--- src/rtl/sseg_scan_driver.sv ---
// Multiplexed N-digit common-anode 7-segment scan driver with BCD/hex glyphs,
// per-digit blanking, leading-zero suppression and frame-aligned value update.
module sseg_scan_driver #(
  parameter int N_DIGITS = 4,
  parameter int CLK_DIV  = 50000,
  parameter int IDX_W    = (N_DIGITS > 1) ? $clog2(N_DIGITS) : 1
) (
  input  logic                    clk,
  input  logic                    rst,
  input  logic [4*N_DIGITS-1:0]   value,
  input  logic                    load,
  input  logic                    hex_mode,
  input  logic                    lz_blank,
  input  logic [N_DIGITS-1:0]     blank_mask,
  output logic [0:6]              sseg,
  output logic [N_DIGITS-1:0]     an,
  output logic [IDX_W-1:0]        digit_idx,
  output logic                    frame_sync
);

  localparam int               PW         = (CLK_DIV > 1) ? $clog2(CLK_DIV) : 1;
  localparam int               VW         = 4 * N_DIGITS;
  localparam logic [PW-1:0]    PRESC_LAST = PW'(CLK_DIV - 1);
  localparam logic [IDX_W-1:0] IDX_LAST   = IDX_W'(N_DIGITS - 1);
  localparam logic [6:0]       SEG_DARK   = 7'b1111111;
  localparam logic [6:0]       SEG_DASH   = 7'b1111110;

  logic [PW-1:0]       presc;
  logic [IDX_W-1:0]    idx;
  logic                tick;
  logic                wrap;
  logic [VW-1:0]       shadow;
  logic [VW-1:0]       disp;
  logic                pending;
  logic [N_DIGITS-1:0] zero_from;
  logic                run;
  logic [3:0]          nib;
  logic [N_DIGITS-1:0] an_next;
  logic                sel_blank;
  logic                sel_zero;
  logic                dark;

  assign tick      = (presc == PRESC_LAST);
  assign wrap      = tick && (idx == IDX_LAST);
  assign digit_idx = idx;

  always_ff @(posedge clk or posedge rst) begin
    if (rst) begin
      presc <= '0;
    end else if (tick) begin
      presc <= '0;
    end else begin
      presc <= presc + 1'b1;
    end
  end

  always_ff @(posedge clk or posedge rst) begin
    if (rst) begin
      idx        <= '0;
      frame_sync <= 1'b0;
    end else begin
      frame_sync <= wrap;
      if (tick) begin
        idx <= wrap ? '0 : idx + 1'b1;
      end
    end
  end

  // A load landing on the wrap edge bypasses the shadow so it is not deferred a whole frame.
  always_ff @(posedge clk or posedge rst) begin
    if (rst) begin
      shadow  <= '0;
      disp    <= '0;
      pending <= 1'b0;
    end else if (load && wrap) begin
      shadow  <= value;
      disp    <= value;
      pending <= 1'b0;
    end else begin
      if (load) begin
        shadow  <= value;
        pending <= 1'b1;
      end
      if (wrap && pending) begin
        disp    <= shadow;
        pending <= 1'b0;
      end
    end
  end

  // zero_from[k]: nibbles k..N_DIGITS-1 of the displayed value are all zero.
  always_comb begin
    run       = 1'b1;
    zero_from = '0;
    for (int k = N_DIGITS - 1; k >= 0; k--) begin
      run          = run && (disp[4*k +: 4] == 4'd0);
      zero_from[k] = run;
    end
  end

  always_comb begin
    nib       = '0;
    an_next   = '1;
    sel_blank = 1'b0;
    sel_zero  = 1'b0;
    for (int k = 0; k < N_DIGITS; k++) begin
      if (idx == IDX_W'(k)) begin
        nib        = disp[4*k +: 4];
        an_next[k] = 1'b0;
        sel_blank  = blank_mask[k];
        sel_zero   = (k != 0) && zero_from[k];
      end
    end
    dark = sel_blank || (lz_blank && sel_zero);
  end

  function automatic logic [6:0] glyph_of(input logic [3:0] n, input logic hex);
    logic [6:0] g;
    case (n)
      4'h0:    g = 7'b0000001;
      4'h1:    g = 7'b1001111;
      4'h2:    g = 7'b0010010;
      4'h3:    g = 7'b0000110;
      4'h4:    g = 7'b1001100;
      4'h5:    g = 7'b0100100;
      4'h6:    g = 7'b0100000;
      4'h7:    g = 7'b0001111;
      4'h8:    g = 7'b0000000;
      4'h9:    g = 7'b0000100;
      4'hA:    g = 7'b0001000;
      4'hB:    g = 7'b1100000;
      4'hC:    g = 7'b0110001;
      4'hD:    g = 7'b1000010;
      4'hE:    g = 7'b0110000;
      default: g = 7'b0111000;
    endcase
    if (!hex && (n > 4'd9)) begin
      g = SEG_DASH;
    end
    return g;
  endfunction

  // Dark digits keep their anode slot so every digit gets the same duty cycle.
  always_ff @(posedge clk or posedge rst) begin
    if (rst) begin
      an   <= '1;
      sseg <= SEG_DARK;
    end else begin
      an   <= an_next;
      sseg <= dark ? SEG_DARK : glyph_of(nib, hex_mode);
    end
  end

endmodule
--- config.mk ---
export PLATFORM = sky130hd
export DESIGN_NAME = sseg_scan_driver
export DESIGN_NICKNAME = d
export VERILOG_FILES = /design/src/rtl/sseg_scan_driver.sv
export SDC_FILE = /design/constraint.sdc
export NUM_CORES = 1
export LEC_CHECK = 0
export BUFFER_PORTS_ARGS = -buffer_cell sky130_fd_sc_hd__buf_2
export CORE_MARGIN = 1
export CORE_UTILIZATION = 50
export CTS_BUF_LIST = sky130_fd_sc_hd__clkbuf_4 sky130_fd_sc_hd__clkbuf_8
export DETAILED_ROUTE_END_ITERATION = 10
export PLACE_DENSITY = 0.7
export SLEW_MARGIN = 20
export SYNTH_ARGS = -nofsm -noshare
export SYNTH_HDL_FRONTEND = slang
export SYNTH_SLANG_ARGS = --single-unit
--- constraint.sdc ---
create_clock -name clk -period 3 [get_ports clk]
set_clock_uncertainty 0.2 [all_clocks]
set_input_delay 0.6 -clock clk [delete_from_list [all_inputs] [get_ports clk]]
set_output_delay 0.6 -clock clk [all_outputs]
set_load 0.02 [all_outputs]
==> flow_metrics.env <==
export IMPL_coreArea_um2=5920
export IMPL_die_area_um2=6430
export IMPL_crit_path_top_delay_cell="or3_1"
export IMPL_synth_top_family_by_area="simple AND/OR/NAND/NOR gates"
export IMPL_cts_made_buffers=9
export IMPL_dieHeight_um=80.2
export IMPL_hp_class="input port to asynchronous set/reset pin"
export IMPL_critPathMaxStageDelay_ns=0.45
export IMPL_synth_area_leader_cell="dfrtp_1"
export IMPL_cts_num_sinks=63
export IMPL_synthXorXnorAreaFrac=0.0401
export IMPL_critPathTopFamily="simple AND/OR/NAND/NOR gates"
export IMPL_drt_iter0_drc=113
export IMPL_synthAdderAreaFrac=0.0491
export IMPL_critPathBufInv=1
export IMPL_cts_tree="done"
export IMPL_crit_required_ns=3.01
export IMPL_ys_warn_count=0
export IMPL_nets=341
export IMPL_crit_fanout=6
export IMPL_gp_congestion=0.892
export IMPL_r2r_slack_ns=0.18
export IMPL_multi_input_area_um2=1390
export IMPL_dp_hpwl_mm=4.29
export IMPL_mostFrequentLayoutCells="52 x dfrtp_1, 38 x buf_2, 21 x mux2_2"
export IMPL_ir_worst_vdd_mv=0.322
export IMPL_grt_pass1_vias=2102
export IMPL_power_total_mw=1.94
export IMPL_grt_antenna_before_repair=0
export IMPL_synth_simple_gate_area_frac=0.145
export IMPL_drc_errors=0
export IMPL_finalMaxSlewViolations=0
export IMPL_worst_pin_slew_ns=0.614
export IMPL_ys_flop_type="dfrtp_1"
export IMPL_max_freq_ghz=0.355
export IMPL_hold_buffers=0
export IMPL_cts_resized=0
export IMPL_min_period_ns=2.82
export IMPL_antenna_cells=0
export IMPL_synth_seq_cells=63
export IMPL_synth_top_area_share=0.426
export IMPL_pre_cts_slack_ns=0.0816
export IMPL_n_fill_cell=505
export IMPL_postCtsSetupBuffers=0
export IMPL_placed_cells=368
export IMPL_drv_cap=0
export IMPL_hold_violations=0
export IMPL_area_growth_pct=18.0
export IMPL_viasPerCell=5.49
export IMPL_ys_top_cells_by_area="dfrtp_1 43%, dfstp_2 9.5%, mux2_2 7.7%"
export IMPL_port_buffers=38
export IMPL_cts_max_path_buffers=2
export IMPL_worstSetupEndpointType="flop"
export IMPL_worst_path_most_repeated_cell="ha_1"
export IMPL_powerDensity_nw_per_um2=539
export IMPL_crit_arrival_ns=2.83
export IMPL_synthDistinctLibCells=53
export IMPL_p_leak_nw=1.68
export IMPL_die_width_um=80.2
export IMPL_drt_total_wl_mm=5.96
export IMPL_netlist_area_um2=3060
export IMPL_crit_chain="inv_1, ha_1, or2_2, a221oi_2, nor2_2, ha_1, nor2_1, a21oi_1, or3_1, o311ai_0"
export IMPL_io_pins=39
export IMPL_period_share=0.939
export IMPL_setup_viol=0
export IMPL_vias=2107
export IMPL_start_kind="flop"
export IMPL_synth_compound_area_share=0.108
export IMPL_postSynth_asyncResetShare=1.00
export IMPL_syn_area_per_cell_um2=11.8
export IMPL_first_pass_iters=4
export IMPL_synthMuxAreaShare=0.105
export IMPL_relSlewSlack=0.590
export IMPL_fin_cells=384
export IMPL_ant_nets=0
export IMPL_synth_edf_count=0
export IMPL_clk_pin_slew_ns=0.07
export IMPL_start_util=0.516
export IMPL_grt_pass1_wl_mm=9.91
export IMPL_post_route_util=0.609
export IMPL_rows=28
export IMPL_setup_ws_ns=0.182
export IMPL_r2r_end="sseg[0]"
export IMPL_seq_area_frac_synth=0.520
export IMPL_holdWs_ns=0.136
export IMPL_postSynthNetCount=295
export IMPL_drive_gt1_frac=0.362
export IMPL_r2r_start="digit_idx[0]"
export IMPL_gr_total_overflow=0
export IMPL_mostFrequentLayoutCell="dfrtp_1"
export IMPL_synth_cells=258
export IMPL_routedWlPerCell_um=15.5
export IMPL_h_tree_depth=3
export IMPL_criticalPathCategory="flop to flop"
export IMPL_grt_max_degree=37
export IMPL_status="finished clean"
export IMPL_rr_worst_depth=10
export IMPL_cts_root_buf="clkbuf_8"
export IMPL_regArea_um2=1590
export IMPL_clk_latency_ns=0.34
export IMPL_grt_use_total=0.207
[power by group]
part	internal, mW	leakage [nW]	switching [mW]
logic	0.0436	0.763	0.0506
clock network	0.644	0.130	0.319
registers	0.878	0.787	0.00739
total	1.57	1.68	0.377
[registers in the layout (all words and copies together), names as in the netlist]
register	cells
disp	16
frame_sync	1
shadow	16
pending	1
an	4
sseg	7
digit_idx	2
presc	16
[worst max path at each step]
stage                             from  endpoint  slack, ns  depth (start not counted)
after floorplan           digit_idx[1]   sseg[0]       0.14                         13
after global placement    digit_idx[0]   sseg[0]       0.19                         11
after detailed placement  digit_idx[0]   sseg[0]       0.08                         11
after CTS                 digit_idx[0]   sseg[0]       0.02                         10
after global routing      digit_idx[1]   sseg[0]     -0.004                         10
final                     digit_idx[0]   sseg[0]       0.18                         10
[area by class of cell]
cell class	count	share of cell area
Timing Repair Buffer	42	0.0645
Sequential cell	63	0.441
Tap cell	75	0.0260
Multi-Input combinational cell	178	0.385
Inverter	10	0.0104
Clock buffer	10	0.0364
Clock inverter	6	0.0368
[kinds of logic after synthesis]
logic type / after synthesis
DFF: 63
and+or+nand+nor: 81
AOI/OAI and AO/OA: 44
muxes: 27
xor gates and xnor gates: 14
buffers and inverters: 17
adders and majority gates: 12
[metal layers]
layer,up-vias,global-route usage,part of all wire
met3,6,0.0614,0.046
li1,1016,-,-
met5,-,0,0
met2,52,0.361,0.51
met4,0,0.0714,0.0096
met1,1033,0.242,0.44
[cell usage after synthesis (all sizes together) (2+ instances only)]
master,count
a221oi,2
a211oi,3
or4,2
and2,3
nor4,2
clkbuf,3
buf,4
nand4,4
nor3,7
o221ai,2
a21oi,5
mux2,26
a221o,2
nand3,10
a22o,11
inv,10
nor2,20
a31oi,2
nor2b,5
o2111ai,2
xnor2,5
dfstp,11
or2,2
nand2b,4
dfrtp,52
o21ai,7
and3,4
nand2,12
ha,12
xor2,9
o211ai,3
[stage by stage]
step	setup TNS [ns]	instance area, µm²
after floorplan	0	3060
after global placement	0	3320
after detailed placement	0	3320
after CTS	0	3590
after global routing	-0.00442	3610
final	0	3610
Power figures use the tool's default switching activity.
